## config.mk

```make
export PLATFORM = sky130hd
export DESIGN_NAME = seq_divider
export DESIGN_NICKNAME = d
export VERILOG_FILES = /design/src/rtl/seq_divider.sv
export SDC_FILE = /design/constraint.sdc
export NUM_CORES = 1
export LEC_CHECK = 0
export ABC_CLOCK_PERIOD_IN_PS = 6400
export BUFFER_PORTS_ARGS = -buffer_cell sky130_fd_sc_hd__buf_2
export CAP_MARGIN = 10
export CORE_ASPECT_RATIO = 1.75
export CORE_MARGIN = 2
export CORE_UTILIZATION = 45
export CTS_BUF_LIST = sky130_fd_sc_hd__clkbuf_16
export DETAILED_ROUTE_END_ITERATION = 6
export HOLD_SLACK_MARGIN = 0.1
export PLACE_DENSITY = 0.62
export SETUP_SLACK_MARGIN = 0.3
export SYNTH_ARGS = -nofsm -noshare
export SYNTH_HDL_FRONTEND = slang
export SYNTH_SLANG_ARGS = --single-unit
```

## constraint.sdc

```tcl
create_clock -name clk -period 6.4 [get_ports clk]
set_input_delay 1.28 -clock clk [delete_from_list [all_inputs] [get_ports clk]]
set_output_delay 1.28 -clock clk [all_outputs]
set_load 0.02 [all_outputs]
```

## src/rtl/seq_divider.sv

```systemverilog
// Multi-cycle unsigned non-restoring divider with valid/ready request and response ports.
// One add-or-subtract of the divisor per RUN cycle, then a single remainder fix-up cycle.
module seq_divider #(
  parameter int WIDTH = 4
) (
  input  logic             clk,
  input  logic             rst,
  input  logic             start_valid,
  output logic             start_ready,
  input  logic [WIDTH-1:0] dividend,
  input  logic [WIDTH-1:0] divisor,
  output logic             done_valid,
  input  logic             done_ready,
  output logic [WIDTH-1:0] quotient,
  output logic [WIDTH-1:0] remainder,
  output logic             div_by_zero
);

  localparam int CW = $clog2(WIDTH);

  typedef enum logic [1:0] {S_IDLE, S_RUN, S_FIX, S_DONE} state_t;

  state_t                  r_state;
  state_t                  w_next;
  logic [CW-1:0]           r_cnt;
  logic [WIDTH-1:0]        r_d;
  logic [WIDTH-1:0]        r_q;
  logic signed [WIDTH:0]   r_r;
  logic [WIDTH-1:0]        r_quot;
  logic [WIDTH-1:0]        r_rem;
  logic                    r_dbz;
  logic signed [WIDTH:0]   w_r_step;
  logic [WIDTH-1:0]        w_rem_fix;
  logic                    w_div_zero;

  // One non-restoring iteration: shift in the next dividend bit, then add or
  // subtract the divisor depending on the sign of the current partial remainder.
  function automatic logic signed [WIDTH:0] nr_step(
    input logic signed [WIDTH:0] r,
    input logic                  q_msb,
    input logic [WIDTH-1:0]      d
  );
    logic signed [WIDTH:0] s;
    logic signed [WIDTH:0] d_ext;
    s     = {r[WIDTH-1:0], q_msb};
    d_ext = {1'b0, d};
    return r[WIDTH] ? (s + d_ext) : (s - d_ext);
  endfunction

  // Final correction: a negative partial remainder gets the divisor added back.
  function automatic logic [WIDTH-1:0] nr_fix(
    input logic signed [WIDTH:0] r,
    input logic [WIDTH-1:0]      d
  );
    return r[WIDTH] ? (r[WIDTH-1:0] + d) : r[WIDTH-1:0];
  endfunction

  assign w_r_step    = nr_step(r_r, r_q[WIDTH-1], r_d);
  assign w_rem_fix   = nr_fix(r_r, r_d);
  assign w_div_zero  = (divisor == '0);
  assign start_ready = (r_state == S_IDLE);
  assign done_valid  = (r_state == S_DONE);
  assign quotient    = r_quot;
  assign remainder   = r_rem;
  assign div_by_zero = r_dbz;

  always_comb begin
    w_next = r_state;
    case (r_state)
      S_IDLE:  if (start_valid) w_next = w_div_zero ? S_DONE : S_RUN;
      S_RUN:   if (r_cnt == '0) w_next = S_FIX;
      S_FIX:   w_next = S_DONE;
      S_DONE:  if (done_ready) w_next = S_IDLE;
      default: w_next = S_IDLE;
    endcase
  end

  always_ff @(posedge clk) begin
    if (rst) r_state <= S_IDLE;
    else     r_state <= w_next;
  end

  // Control and visible result registers: cleared by reset.
  always_ff @(posedge clk) begin
    if (rst) begin
      r_cnt  <= '0;
      r_quot <= '0;
      r_rem  <= '0;
      r_dbz  <= 1'b0;
    end else begin
      case (r_state)
        S_IDLE: begin
          if (start_valid) begin
            if (w_div_zero) begin
              r_quot <= '1;
              r_rem  <= dividend;
              r_dbz  <= 1'b1;
            end else begin
              r_cnt <= CW'(WIDTH - 1);
            end
          end
        end
        S_RUN: if (r_cnt != '0) r_cnt <= r_cnt - 1'b1;
        S_FIX: begin
          r_quot <= r_q;
          r_rem  <= w_rem_fix;
          r_dbz  <= 1'b0;
        end
        default: ;
      endcase
    end
  end

  // Iteration datapath: loaded on request, no reset needed.
  always_ff @(posedge clk) begin
    if (r_state == S_IDLE && start_valid && !w_div_zero) begin
      r_d <= divisor;
      r_q <= dividend;
      r_r <= '0;
    end else if (r_state == S_RUN) begin
      r_r <= w_r_step;
      r_q <= {r_q[WIDTH-2:0], ~w_r_step[WIDTH]};
    end
  end

endmodule

```

Word level (Yosys, flattened, before mapping)
Cells that the tools add are included.
Word-level totals
  register bits after elaboration: 26
  output and inout port bits: 11
Operators by class
  $add $sub $neg: 4
  equal/unequal tests: 9
  multiplexer cells: 22
  bitwise operators: 1
  reduce and logical (&&, ||, !) cells: 13
Operator list (count)
  $mux W4: 7
  $pmux W4 S2: 2
  $mux W2: 7
  $ne A2 B2 Y1 const B: 4
  $pmux W2 S4: 1
  $reduce_bool A2 Y1: 4
  $reduce_and A3 Y1: 2
  $add A5 B5 Y5: 1
  $mux W5: 1
  $sub A5 B5 Y5: 1
  $add A4 B4 Y4: 1
  $eq A2 B2 Y1 const B: 2
  $logic_not A2 Y1: 2
  $logic_not A4 Y1: 1
  $ne A2 B1 Y1 const B: 2
  $pmux W2 S2: 1
  $reduce_and A4 Y1: 1
  $eq A2 B1 Y1 const B: 1
  $logic_and A1 B1 Y1: 2
  $mux W1: 2
  $pmux W1 S2: 1
  $sub A2 B1 Y2 const B: 1
  $logic_not A1 Y1: 1
  $not A1 Y1: 1

Logic depth before layout (Yosys ltp)
  depth in word-level cells: 5
  gate-level depth with buffers: 10
  mapped depth without buffers: 10

Worst setup path before layout
Ideal clock, no wire load.
  path type: input to register
  start: input port divisor[1]
  end: register r_q[1], data pin
  library setup time: 261 ps
  arrival: 2314 ps
  path slack: 3825 ps
  stages on the path: 6
  buffers on the path: 1
  cells stage by stage: or4_4 -> nand3_1 -> inv_1 -> buf_2 -> nand2_1 -> o21ai_0
Between the ends
  word-level cells in the longest chain between the ends: 4
RTL lines
  from (decl): line 11  | input logic [WIDTH-1:0] divisor,
  $logic_not A4 Y1: line 60  | assign w_div_zero = (divisor == '0);
  $logic_not A1 Y1: line 116  | if (r_state == S_IDLE && start_valid && !w_div_zero) begin
  $logic_and A1 B1 Y1: line 116
  $mux W4: line 116
  to (signal assigned): line 118  | r_q <= dividend;
  to (signal assigned): line 122  | r_q <= {r_q[WIDTH-2:0], ~w_r_step[WIDTH]};
  to (decl): line 27  | logic [WIDTH-1:0] r_q;
Every way passes these cells.
A chain may end at the register's enable or synchronous reset.

Final worst setup path
  start: input port divisor[1]
  end: register r_rem[3], in the netlist remainder[3]
Between the ends
  word-level cells in the longest chain between the ends: 3
RTL lines
  $logic_not A4 Y1: line 60
  $ne A2 B1 Y1 (no line)
  $reduce_and A3 Y1 (no line)
  to (signal assigned): line 96  | r_rem <= dividend;
  to (signal assigned): line 106  | r_rem <= w_rem_fix;
  to (decl): line 30  | logic [WIDTH-1:0] r_rem;
Every way passes these cells.

==> summary.md <==
| Metric | Value |
|---|---|
| Share of the clock period used by the worst path | `between 40% and 50%` |
| Detailed-route via count | `1,187` |
| Leakage | `between 0.8 and 0.9 nW` |
| IR drop worst, VDD | `0.362 mV` |
| P_sw | `0.000407 W` |
| Min cycle time layout | `2.73 ns` |
| Startpoint types | `input port` |
| Complex-gate fraction of the synthesized area | `15.6%` |
| Fillers | `around 320` |
| Register area | `~600 µm²` |
| Diodes inserted | `0` |
| Pin count of the biggest net entering global routing | `16` |
| # setup viols final | `0` |
| Initial Utilization | `~46%` |
| Unrepaired setup endpoints after global routing | `no` |
| Number of remaining DRC errors | `0` |
| Gp weighted congestion | `~0.8` |
| H-tree Lvls | `1` |
| Slew margin rel. | `between 60% and 70%` |
| Post-CTS Hold Buffers | `0` |
| YS warnings | `0` |
| Pins Over Slew Limit | `0` |
| Total track usage | `between 10% and 20%` |
| Fmax achieved | `366 MHz` |
| Reg clk slew, reported paths | `~0.070 ns` |
| FF-to-FF setup slack | `between 4 and 5 ns` |
| Fin Hold WS | `between 0.4 and 0.5 ns` |
| Largest family of logic cells by synthesized area | `compound AO/OA/AOI/OAI gates` |
| EDFF count, synth | `8` |
| Core ar. | `about 0.0034 mm²` |
| WL final | `3280 µm` |
| Initial antenna violation count | `0` |
| Mean routed wirelength per cell | `approximately 14 µm` |
| Pre-Repair DR Iteration Count | `4` |
| Max clock buf depth | `2` |
| I/O Buffers | `22` |
| Xor and xnor fraction of the mapped netlist area | `under 10%` |
| Postcts setup bufs | `0` |
| Via/cell ratio | `about 5.2` |
| P_int | `0.000570 W` |
| Placed inst area | `0.00168 mm²` |
| Clock power share | `between 15 and 20%` |
| Synth Area per Inst | `roughly 9.5 µm²` |
| Final Cell Area | `roughly 0.0018 mm²` |
| Die width | `roughly 49 µm` |
| Setup TNS | `0 ns` |
| Crit path DAT | `between 2 and 3 ns` |
| Vias in the first global route | `between 1,000 and 1,500` |
| P per Cell Area | `around 550 mW/mm²` |
| Synth Register Bits | `26` |
| CTS root buffer | `clkbuf_16` |
| Final Hold Viols | `0` |
| Area added between synthesis and finish | `13.9%` |
| Crit Path Class | `in2reg` |
| Worst Skew | `0.00163 ns` |
| Predominant post-synthesis flop cell | `dfxtp_1` |
| Area occupied by multi-input gates | `roughly 830 µm²` |
| Comb power frac | `a little over half` |
| Crit-path max FO | `15` |
| Layout cells sized above 1 | `a little under a fifth` |
| Distinct cells, synth | `37` |
| Netlist Area Pre-Place | `0.00156 mm²` |
| Cts repair resizes | `0` |
| Cells after DPL | `225` |
| Die area | `a little under 0.004 mm²` |
| CTS buffer count | `3` |
| Mux contribution to synthesized area | `under 10%` |
| CTS tree | `done` |
| Slew @ Worst Pin | `0.519 ns` |
| Skew-Pair Late Insertion Delay | `0.26 ns` |
| Post-DRT Antenna Nets | `0` |
| Syn_nets | `~190` |
| FFs w/ async S/R, synth | `0%` |
| Register share of total power | `between 30% and 40%` |
| Final Non-Filler Cells | `approximately 230` |
| DRT iter0 DRCs | `16` |
| CP Capture Type | `register` |
| Num rows | `28` |
| # IOs | `23` |
| Post-synthesis simple-gate area fraction | `between 10% and 20%` |
| First-pass GRT wire length | `about 5600 µm` |
| Total gr overflow | `0` |
| Mapped Cells | `about 170` |
| Adder-Cell Fraction of Synth Area | `13.0%` |
| Run status | `finished, final reports clean` |
| Register area share after synthesis | `38.4%` |
| Worst Hold Class | `reg2reg` |
| Layout Nets | `approximately 210` |
| Final HPWL from detailed placement | `2610 µm` |
| Sw frac | `a little over two fifths` |
| Max-cap violations | `0` |
| Req. time, crit path | `around 6.6 ns` |
| Die Y-Extent | `around 82 µm` |
| TritonCTS sink count | `26` |
[area by class of cell]
type                       count  area share [%]
multi-input combinational    110            46.7
tap                           45            3.16
sequential                    26            33.7
inverter                      22            4.64
clock buffer                   4            5.62
timing repair buffer          22            6.18
[worst paths after layout]
kind              depth (start not counted)         start           end
hold / removal                            2  remainder[0]  remainder[0]
setup / recovery                          6    divisor[1]  remainder[3]
setup reg to reg                         10        r_d[1]        r_q[0]
hold reg to reg                           2  remainder[0]  remainder[0]
[registers in the layout, summed over array words and instances (netlist names)]
| register | cells |
|---|---|
| div_by_zero | 1 |
| remainder | 4 |
| r_r | 5 |
| quotient | 4 |
| r_state | 2 |
| r_cnt | 2 |
| r_d | 4 |
| r_q | 4 |
[logic make-up after synthesis]
| group | after synthesis |
|---|---|
| compound gates | 35 |
| xor+xnor | 8 |
| fa+ha+maj | 15 |
| buf+inv | 29 |
| flops | 26 |
| mux | 12 |
| simple gates | 40 |
[worst max-delay path: stages]
cell and delay (ns):
buf_2 0.11, nor4_1 0.39, nand2_1 0.19, a21oi_4 0.43
o32ai_1 0.17, a211o_1 0.31
[synthesized netlist by cell type (2+ instances only)]
master | n | area [µm²]
a211oi_1 | 5 | 37.5
xnor2_1 | 6 | 52.6
o21ai_0 | 4 | 20.0
clkbuf_1 | 2 | 7.51
a21o_1 | 3 | 22.5
dfxtp_1 | 18 | 360
ha_1 | 13 | 163
nor2_1 | 23 | 86.3
mux2i_1 | 9 | 90.1
edfxtp_1 | 8 | 240
xor2_1 | 2 | 17.5
mux2_2 | 2 | 22.5
nand2_1 | 7 | 26.3
fa_1 | 2 | 40.0
buf_2 | 2 | 10.0
a21oi_1 | 12 | 60.1
a311oi_1 | 5 | 43.8
inv_1 | 22 | 82.6
buf_6 | 2 | 22.5
[layer usage]
layer	track usage, %	wire, µm	vias up
li1	-	-	607
met1	19.2	1330	558
met2	36.1	1780	15
met3	1.82	54	7
met4	11.1	108	0
met5	0	0	-
[cells in the final DEF (no fill, tap or decap)]
master,Yosys,routed
ha_1,13,13
buf_2,2,22
mux2i_1,9,9
a21o_1,3,3
clkbuf_16,0,4
o21ai_0,4,4
a21oi_4,1,1
nor4b_2,1,1
nand2_2,1,1
and3_1,1,1
a311oi_1,5,5
nand4_1,1,1
o21ai_1,1,1
mux2_2,2,2
or4_4,1,1
dfxtp_1,18,18
nor2_1,23,23
inv_1,22,22
a221oi_1,1,1
xnor2_1,6,6
nor3_1,1,1
a21oi_1,12,12
nand2b_1,1,1
nand3_1,1,1
o32ai_1,1,1
nor2b_1,1,1
fa_1,2,2
nor4_1,1,1
a211oi_2,1,1
a211o_1,1,1
nand2_1,7,7
edfxtp_1,8,8
mux2_4,1,1
a211oi_1,5,5
xor2_1,2,2
[power by group through the flow]
stage	registers [W]	clock network (W)	logic (W)
6_report	0.000299	0.000167	0.000510
3_3_place_gp	0.000300	0	0.000493
3_5_place_dp	0.000304	0	0.000512
2_1_floorplan	0.000311	0	0.000399
5_1_grt	0.000308	0.000175	0.000577
4_1_cts	0.000300	0.000169	0.000516
[through the flow]
step	setup slack, ns	power (W)	utilization, %
after floorplan	3.83	0.000710	-
after global placement	3.52	0.000793	50.0
after detailed placement	3.39	0.000815	50.0
after CTS	3.67	0.000986	52.9
after global routing	3.55	0.00106	52.9
final	3.67	0.000977	52.9
Power figures use the tool's default switching activity.
